==> src/rtl/div_if.sv <==
// Operand, start and result bundle between the control unit and the divider.
interface div_if;
    logic        divStart;
    logic [31:0] A;
    logic [31:0] B;
    logic [31:0] DivHiOut;
    logic [31:0] DivLoOut;
    logic        DivZero;
    logic        divDone;

    // Control unit side: issues the start request and operands, reads results.
    modport master (
        output divStart, A, B,
        input  DivHiOut, DivLoOut, DivZero, divDone
    );

    // Divider side.
    modport slave (
        input  divStart, A, B,
        output DivHiOut, DivLoOut, DivZero, divDone
    );
endinterface

==> src/rtl/div.sv <==
// Sequential 32-bit signed divider for the div instruction.
// Restoring shift-subtract on operand magnitudes, one quotient bit per cycle,
// followed by a single sign fix-up cycle. HI gets the remainder, LO the quotient.
module div (
    input  logic  clk,
    input  logic  reset,
    div_if.slave  bus
);

    typedef enum logic [1:0] {
        IDLE,
        RUN,
        FIX
    } state_t;

    state_t      state_q, state_d;
    // The partial remainder always stays below the divisor magnitude, so only
    // the trial value t needs the extra 33rd bit.
    logic [31:0] rem_q, rem_d;
    logic [31:0] quo_q, quo_d;
    logic [31:0] dvs_q, dvs_d;
    logic [5:0]  cnt_q, cnt_d;
    logic        sq_q, sq_d;
    logic        sr_q, sr_d;
    logic [31:0] hi_q, hi_d;
    logic [31:0] lo_q, lo_d;
    logic        zero_q, zero_d;
    logic        done_q, done_d;

    logic [32:0] t;
    logic        qbit;

    // State and datapath registers; reset wins over any in-flight division.
    always_ff @(posedge clk) begin
        if (reset) begin
            state_q <= IDLE;
            rem_q   <= '0;
            quo_q   <= '0;
            dvs_q   <= '0;
            cnt_q   <= '0;
            sq_q    <= 1'b0;
            sr_q    <= 1'b0;
            hi_q    <= '0;
            lo_q    <= '0;
            zero_q  <= 1'b0;
            done_q  <= 1'b0;
        end else begin
            state_q <= state_d;
            rem_q   <= rem_d;
            quo_q   <= quo_d;
            dvs_q   <= dvs_d;
            cnt_q   <= cnt_d;
            sq_q    <= sq_d;
            sr_q    <= sr_d;
            hi_q    <= hi_d;
            lo_q    <= lo_d;
            zero_q  <= zero_d;
            done_q  <= done_d;
        end
    end

    // Next-state and datapath: accept/reject in IDLE, iterate in RUN, sign-fix in FIX.
    always_comb begin
        state_d = state_q;
        rem_d   = rem_q;
        quo_d   = quo_q;
        dvs_d   = dvs_q;
        cnt_d   = cnt_q;
        sq_d    = sq_q;
        sr_d    = sr_q;
        hi_d    = hi_q;
        lo_d    = lo_q;
        zero_d  = zero_q;
        done_d  = 1'b0;
        t       = {rem_q, quo_q[31]};
        qbit    = 1'b0;

        case (state_q)
            IDLE: begin
                if (bus.divStart) begin
                    if (bus.B != 32'd0) begin
                        quo_d   = bus.A[31] ? (32'd0 - bus.A) : bus.A;
                        dvs_d   = bus.B[31] ? (32'd0 - bus.B) : bus.B;
                        rem_d   = '0;
                        cnt_d   = '0;
                        sq_d    = bus.A[31] ^ bus.B[31];
                        sr_d    = bus.A[31];
                        zero_d  = 1'b0;
                        state_d = RUN;
                    end else begin
                        zero_d  = 1'b1;
                    end
                end
            end
            RUN: begin
                if (t >= {1'b0, dvs_q}) begin
                    rem_d = t[31:0] - dvs_q;
                    qbit  = 1'b1;
                end else begin
                    rem_d = t[31:0];
                    qbit  = 1'b0;
                end
                quo_d = {quo_q[30:0], qbit};
                cnt_d = cnt_q + 6'd1;
                if (cnt_q == 6'd31) begin
                    state_d = FIX;
                end
            end
            FIX: begin
                lo_d    = sq_q ? (32'd0 - quo_q) : quo_q;
                hi_d    = sr_q ? (32'd0 - rem_q) : rem_q;
                done_d  = 1'b1;
                state_d = IDLE;
            end
            default: begin
                state_d = IDLE;
            end
        endcase
    end

    assign bus.DivHiOut = hi_q;
    assign bus.DivLoOut = lo_q;
    assign bus.DivZero  = zero_q;
    assign bus.divDone  = done_q;

endmodule

==> src/flat_wrapper.sv <==
// flat-port wrapper written by rule: the top's interface ports become plain ports
module div_flat 
  (clk, reset, bus_divStart, bus_A, bus_B, bus_DivHiOut, bus_DivLoOut, bus_DivZero, bus_divDone);
  div_if bus_i ();
  input  logic clk;
  input  logic reset;
  input wire logic [$bits(bus_i.divStart)-1:0] bus_divStart;
  input wire logic [$bits(bus_i.A)-1:0] bus_A;
  input wire logic [$bits(bus_i.B)-1:0] bus_B;
  output wire logic [$bits(bus_i.DivHiOut)-1:0] bus_DivHiOut;
  output wire logic [$bits(bus_i.DivLoOut)-1:0] bus_DivLoOut;
  output wire logic [$bits(bus_i.DivZero)-1:0] bus_DivZero;
  output wire logic [$bits(bus_i.divDone)-1:0] bus_divDone;
  assign bus_i.divStart = bus_divStart;
  assign bus_i.A = bus_A;
  assign bus_i.B = bus_B;
  assign bus_DivHiOut = bus_i.DivHiOut;
  assign bus_DivLoOut = bus_i.DivLoOut;
  assign bus_DivZero = bus_i.DivZero;
  assign bus_divDone = bus_i.divDone;
  div u_core (.clk(clk), .reset(reset), .bus(bus_i));
endmodule
==> config.mk <==
export PLATFORM = sky130hd
export DESIGN_NAME = div_flat
export DESIGN_NICKNAME = d
export VERILOG_FILES = /design/src/rtl/div_if.sv /design/src/rtl/div.sv /design/src/flat_wrapper.sv
export SDC_FILE = /design/constraint.sdc
export NUM_CORES = 1
export LEC_CHECK = 0
export ABC_AREA = 1
export CORE_UTILIZATION = 35
export CTS_BUF_LIST = sky130_fd_sc_hd__clkbuf_8 sky130_fd_sc_hd__clkbuf_16
export CTS_CLUSTER_DIAMETER = 150
export DETAILED_ROUTE_END_ITERATION = 7
export GPL_ROUTABILITY_DRIVEN = 1
export PLACE_DENSITY = 0.59
export RECOVER_POWER = 100
export SLEW_MARGIN = 30
export SYNTH_ARGS = -nofsm -noshare
export SYNTH_HDL_FRONTEND = slang
export SYNTH_SLANG_ARGS = --single-unit
export TNS_END_PERCENT = 100
==> constraint.sdc <==
create_clock -name clk -period 3.95 [get_ports clk]
set_input_delay 0.5925 -clock clk [delete_from_list [all_inputs] [get_ports clk]]
set_output_delay 0.5925 -clock clk [all_outputs]
set_load 0.02 [all_outputs]
==> metrics.json, run 1 <==
{
  "run_status": {
    "status": "finished, violations left",
    "failed_checks": "capacitance limit, slew limit"
  },
  "global_routing": {
    "gr-usage-all-layers_pct": 23.3,
    "grt_pass1_vias": 12100,
    "grt_max_degree": 68,
    "grt_antenna_before_repair": 0,
    "grt_first_pass_wirelength_mm": 66.1,
    "grt.overflow.total": 0
  },
  "clocking": {
    "post-cts-setup-buffer-count": 0,
    "tritoncts.num_buffers": 17,
    "cts-htree-levels": 4,
    "post_cts_hold_buffer_count": 0,
    "cts_tree": "yes",
    "max-clock-path-buffers": 2,
    "cts-root-buf": "sky130_fd_sc_hd__clkbuf_16",
    "cts-resized-gates": 0,
    "clock_latency_on_the_worst_skew_pair_ns": 0.45,
    "cts.reportedPaths.clkPinSlew_ns": 0.07,
    "clock-sinks": 172
  },
  "synthesis": {
    "synth_top_flop_cell": "sky130_fd_sc_hd__dfxtp_1",
    "synthesis.instances": 2069,
    "number_of_flops_mapped_to_enable_cells_by_yosys": 0,
    "post_synth_instance_area_um2": 12500,
    "syn_nets": 2174,
    "synthesis_warnings": 0,
    "async_reset_ff_share_pct": 0,
    "syn-mean-instance-area_um2": 6.04,
    "yosysUniqueCellTypes": 48,
    "synth_sequential_area_ratio_pct": 27.6,
    "synth.ff_latch_count": 172
  },
  "place": {
    "dpl_cell_area_um2": 14200,
    "placement.io_buffers": 132,
    "dpl_worst_slack_ns": 0.787,
    "finalWeightedCongestion": 0.922,
    "dpl.hpwl_mm": 33.0
  },
  "route": {
    "final_antenna_net_count": 0,
    "detail_route.first_pass.iterations": 5,
    "number_of_drc_markers_in_iteration_0": 1024,
    "met2RoutedLength_mm": 18.4,
    "via_per_inst": 5.02,
    "dr_total_vias": 13200,
    "route.final.wire_length_mm": 42.0,
    "avgRoutedWirePerCell_um": 16.0,
    "post-route-drc-count": 0,
    "topRoutingLayerUsed": "met4",
    "met1Wirelength_mm": 20.6,
    "met3RoutedLength_mm": 2.14
  },
  "critical_path": {
    "worstSetupStartpointType": "flip-flop",
    "crit_path_top_delay_cell": "sky130_fd_sc_hd__nand2_2",
    "setup.worst_path.end": "u_core.rem_q[30]",
    "timing.critical_path.to_type": "flip-flop",
    "setup.worst_path.class": "flip-flop to flip-flop",
    "crit_required_ns": 4.22,
    "reg2reg_slack_ns": 0.68,
    "timing.critical_path.mode_cell": "sky130_fd_sc_hd__nand2_2",
    "critical-path-max-stage-delay_ns": 0.70,
    "worst_r2r_src": "u_core.rem_q[18]",
    "timing.reg2reg.worst_path_depth": 10,
    "path_max_fanout": 39,
    "worst-endpoint-arrival_ns": 3.54,
    "cp_cell_sequence": "ha_1 -> nand2_2 -> nor2_1 -> nand2_1 -> nor3_1 -> nand2_2 -> nand2_2 -> nand3_1 -> nand2_1 -> a21oi_1",
    "crit-reg2reg-capture": "u_core.rem_q[30]",
    "critPathLaunch": "u_core.rem_q[18]"
  },
  "sta": {
    "report.final.slew_viol_count": 69,
    "timing.clock.skew_ns": 0.0133,
    "timing.setup.tns_ns": 0,
    "min_period_over_period_pct": 82.9,
    "rsz0062_at_grt": "no",
    "finalHoldViolCount": 0,
    "period_minus_slack_ns": 3.27,
    "worst_slew_pin_slew_ns": 1.65,
    "maxSlewHeadroom_pct": -10.7,
    "max_clock_freq_mhz": 305,
    "finalWorstSetupSlack_ns": 0.676,
    "holdWs_ns": 0.475,
    "finalSetupViolCount": 0
  },
  "final_layout": {
    "insertedDiodeCount": 0,
    "drive_gt1_share_pct": 3.77,
    "n_fill_cell": 3729,
    "ff_latch_area_um2": 3440,
    "area_growth_from_synthesis_to_layout_pct": 18.1,
    "multiInputGateArea_um2": 7500,
    "nets": 2266,
    "postLayoutCellArea_um2": 14800
  },
  "power_and_ir_drop": {
    "p_per_area_nw_per_um2": 431,
    "report.power.total_mw": 6.36,
    "power.static_leakage_nw": 7.22,
    "worst_ir_drop_vdd_v": 0.000324
  },
  "die": {
    "die_area_um2": 36500,
    "fp.dieW_um": 191,
    "die-height_um": 191,
    "boundaryPins": 133,
    "core_area_um2": 34800,
    "fp-row-count": 68,
    "floorplan.initialDensity_pct": 35.9
  },
  "min_path": {
    "min-delay-path-class": "flip-flop to flip-flop",
    "worst_hold_startpoint": "u_core.cnt_q[4]"
  },
  "job": {
    "drv_cap": 2
  }
}
[synthesized netlist by cell type (22+ instances only)]
cell type | instances | area [um^2]
sky130_fd_sc_hd__clkbuf_1 | 44 | 165
sky130_fd_sc_hd__o22ai_1 | 22 | 138
sky130_fd_sc_hd__nand4_1 | 23 | 144
sky130_fd_sc_hd__nand3_1 | 162 | 811
sky130_fd_sc_hd__a21oi_1 | 97 | 485
sky130_fd_sc_hd__xnor2_1 | 31 | 272
sky130_fd_sc_hd__o21ai_0 | 105 | 526
sky130_fd_sc_hd__dfxtp_1 | 172 | 3440
sky130_fd_sc_hd__ha_1 | 37 | 463
sky130_fd_sc_hd__nor3_1 | 25 | 125
sky130_fd_sc_hd__nor2_1 | 222 | 833
sky130_fd_sc_hd__nand2_1 | 579 | 2170
sky130_fd_sc_hd__inv_1 | 306 | 1150
sky130_fd_sc_hd__xor2_1 | 65 | 569
[flip-flops by register name, indices dropped and copies added (netlist names)]
name	cells
u_core.bus.DivHiOut	32
u_core.bus.DivLoOut	32
u_core.bus.DivZero	1
u_core.bus.divDone	1
u_core.cnt_q	6
u_core.dvs_q	32
u_core.quo_q	32
u_core.rem_q	32
u_core.sq_q	1
u_core.sr_q	1
u_core.state_q	2
[critical path: cells and delay by family (launching register included)]
kind / cells / cell delay [ns]
simple gates: 8 / 2.14
fa+ha+maj: 1 / 0.47
flops: 1 / 0.42
compound gates: 1 / 0.06
[power breakdown]
part           switching (mW)  total (mW)  internal, mW
sequential              0.142        1.97          1.83
clock                   0.815        1.79         0.975
combinational            1.74        2.60         0.860
total                    2.69        6.36          3.67
[worst min path at each step]
stage,slack [ns],endpoint,cells past startpoint
2_1_floorplan,0.43,u_core.dvs_q[0],2
3_3_place_gp,0.46,u_core.cnt_q[4],2
3_5_place_dp,0.47,u_core.cnt_q[4],2
4_1_cts,0.48,u_core.cnt_q[4],2
5_1_grt,0.53,u_core.cnt_q[4],2
6_report,0.47,u_core.cnt_q[4],2
[cells in the final DEF (no fill, tap or decap), drive strengths merged, types with 2 or more instances in the layout]
master and instances:
a21o 2, a22oi 7, or2 6, nand2 587, nand4 23, xor2 65, o21ai 123, a21oi 99
clkdlybuf4s50 64, o21a 3, a21boi 3, dlygate4sd3 67, nand3 164, nor3 27, o22ai 22, o221ai 8
o211ai 20, buf 13, dfxtp 172, clkbuf 21, nor2 230, nor3b 2, o21bai 3, nor4 4
clkinv 5, o41ai 2, bufinv 2, and2 5, ha 37, xnor2 31, inv 326, nand3b 11
a31oi 15
[cell type report]
cell class / instances / share of cell area (%)
Tap cell: 455 / 3.86
Multi-Input combinational cell: 1503 / 50.8
Clock inverter: 14 / 1.15
Timing Repair Buffer: 147 / 9.70
Clock buffer: 18 / 2.98
Sequential cell: 172 / 23.3
Inverter: 320 / 8.14
[kinds of logic after synthesis]
| kind of cell | synth area share (%) |
|---|---|
| flip-flops | 27.6 |
| XOR/XNOR | 6.73 |
| adder cells (fa/ha/maj) | 3.86 |
| AO/OA/AOI/OAI | 13.9 |
| buffers and inverters | 12.3 |
| AND/OR/NAND/NOR | 35.7 |
[routing by layer]
| layer | global-route usage (%) | vias up |
|---|---|---|
| met1 | 33.7 | 6023 |
| li1 | - | 6765 |
| met3 | 2.37 | 46 |
| met2 | 36.2 | 365 |
| met5 | 0 | - |
| met4 | 6.52 | 0 |
[through the flow]
| stage | util [%] | std cells |
|---|---|---|
| after floorplan | - | 2069 |
| after global placement | 40.8 | 2597 |
| after detailed placement | 40.8 | 2597 |
| after CTS | 42.5 | 2629 |
| after global routing | 42.4 | 2629 |
| final | 42.4 | 2629 |
Note: power is estimated with default switching activity, not from simulation.
==> run 2: changes to the inputs <==
==> constraint.sdc (replaced) <==
create_clock -name clk -period 3.3 [get_ports clk]
set_input_delay 0.495 -clock clk [delete_from_list [all_inputs] [get_ports clk]]
set_output_delay 0.495 -clock clk [all_outputs]
set_load 0.02 [all_outputs]
==> metrics.json, run 2 (synthesized netlist as in run 1, its figures left out) <==
{
  "critical_path": {
    "timing.critical_path.to_type": "flip-flop",
    "worstSetupStartpointType": "primary input",
    "setup.worst_path.class": "primary input to flip-flop",
    "path_max_fanout": 15,
    "worst-endpoint-arrival_ns": 3.17,
    "reg2reg_slack_ns": 0.61,
    "crit_required_ns": 3.68
  },
  "power_and_ir_drop": {
    "internal_dissipation_mw": 4.48,
    "report.power.total_mw": 7.74,
    "power.static_leakage_nw": 7.35,
    "sw_frac_of_total_pct": 42.1,
    "p_per_area_nw_per_um2": 516,
    "worst_ir_drop_vdd_v": 0.000461,
    "switching_power_mw": 3.26,
    "combinationalPowerShare_pct": 42.0,
    "portion_of_total_power_attributed_to_sequential_cells_pct": 30.0,
    "p_clk_share_pct": 28.0
  },
  "final_layout": {
    "final_cell_mix": "sky130_fd_sc_hd__nand2_1, sky130_fd_sc_hd__inv_1, sky130_fd_sc_hd__nor2_1",
    "layout.core_utilization_pct": 43.1,
    "nets": 2291,
    "area_growth_from_synthesis_to_layout_pct": 20.0,
    "final_common_cell": "sky130_fd_sc_hd__nand2_1",
    "insertedDiodeCount": 0,
    "postLayoutCellArea_um2": 15000,
    "drive_gt1_share_pct": 4.96
  },
  "clocking": {
    "cts_tree": "yes",
    "post-cts-setup-buffer-count": 0,
    "cts.reportedPaths.clkPinSlew_ns": 0.08,
    "max-clock-path-buffers": 2,
    "cts-htree-levels": 4,
    "tritoncts.num_buffers": 17,
    "clock-sinks": 172,
    "cts-root-buf": "sky130_fd_sc_hd__clkbuf_16",
    "post_cts_hold_buffer_count": 0,
    "cts-resized-gates": 0,
    "clock_latency_on_the_worst_skew_pair_ns": 0.45
  },
  "route": {
    "final_antenna_net_count": 0,
    "route.final.wire_length_mm": 42.8,
    "post-route-drc-count": 0,
    "detail_route.first_pass.iterations": 5,
    "avgRoutedWirePerCell_um": 16.1,
    "via_per_inst": 5.03,
    "dr_total_vias": 13300,
    "number_of_drc_markers_in_iteration_0": 1135
  },
  "sta": {
    "rsz0062_at_grt": "no",
    "maxSlewHeadroom_pct": 46.6,
    "min_period_over_period_pct": 84.4,
    "timing.clock.skew_ns": 0.0130,
    "period_minus_slack_ns": 2.79,
    "max_clock_freq_mhz": 359,
    "worst_slew_pin_slew_ns": 0.790,
    "report.final.slew_viol_count": 0,
    "finalSetupViolCount": 0,
    "finalHoldViolCount": 0,
    "timing.setup.tns_ns": 0
  },
  "run_status": {
    "status": "finished clean"
  },
  "die": {
    "die_area_um2": 36500,
    "boundaryPins": 133,
    "fp.dieW_um": 191,
    "fp-row-count": 68,
    "die-height_um": 191,
    "core_area_um2": 34800,
    "floorplan.initialDensity_pct": 35.9
  },
  "min_path": {
    "min-delay-path-class": "flip-flop to flip-flop"
  },
  "global_routing": {
    "grt_max_degree": 116,
    "gr-usage-all-layers_pct": 23.8,
    "grt.overflow.total": 0,
    "grt_pass1_vias": 12200,
    "grt_antenna_before_repair": 0,
    "grt_first_pass_wirelength_mm": 67.3
  },
  "place": {
    "placement.io_buffers": 132,
    "dpl.hpwl_mm": 34.2,
    "dpl_cell_area_um2": 14400,
    "finalWeightedCongestion": 0.959
  },
  "job": {
    "drv_cap": 0
  }
}
==> run 2: final timing paths <==
| path | start | endpoint | cells past startpoint |
|---|---|---|---|
| max | bus_B[0] | u_core.dvs_q[18] | 14 |
| min | u_core.bus.DivZero | u_core.bus.DivZero | 2 |
| max reg2reg | u_core.rem_q[0] | u_core.bus.DivHiOut[20] | 13 |
| min reg2reg | u_core.bus.DivZero | u_core.bus.DivZero | 2 |
==> run 2: worst max-delay path: stages <==
cell	delay, ns
sky130_fd_sc_hd__clkdlybuf4s50_1	0.39
sky130_fd_sc_hd__inv_1	0.13
sky130_fd_sc_hd__ha_1	0.16
sky130_fd_sc_hd__inv_1	0.05
sky130_fd_sc_hd__nor3_1	0.35
sky130_fd_sc_hd__inv_2	0.04
sky130_fd_sc_hd__nor2_1	0.13
sky130_fd_sc_hd__nand2_1	0.09
sky130_fd_sc_hd__nor2_1	0.32
sky130_fd_sc_hd__nor2_4	0.06
sky130_fd_sc_hd__nor2_1	0.18
sky130_fd_sc_hd__inv_1	0.24
sky130_fd_sc_hd__clkbuf_2	0.31
sky130_fd_sc_hd__o22ai_1	0.20
==> run 2: final cells by class <==
class,count,area (um^2)
multi-input combinational,1503,7510
sequential,172,3440
clock buffer,17,425
tap,455,569
timing repair buffer,172,1660
fill,3789,19800
inverter,320,1200
clock inverter,14,184
==> run 2: per-layer routing <==
metal	up-vias	part of all wire (%)	global-route usage (%)	wire, um
met1	6120	51	34.6	21700
met5	-	0	0	0
met4	0	2.0	7.20	865
met3	50	4.7	3.12	2000
li1	6815	-	-	-
met2	355	43	35.9	18200
==> run 2: power by group through the flow <==
stage	Clock [mW]	Combinational [mW]	Sequential, mW
finish	2.17	3.25	2.32
global route	2.29	3.64	2.33
CTS	2.21	3.22	2.32
detailed placement	0	3.20	2.37
global placement	0	3.23	2.36
floorplan	0	2.27	2.33
==> run 2: stage by stage <==
step	instances	hold slack (ns)	setup slack, ns
finish	2653	0.490	0.515
global route	2653	0.515	0.203
CTS	2653	0.491	0.359
detailed placement	2622	0.478	0.353
global placement	2622	0.463	0.318
floorplan	2069	0.435	1.35
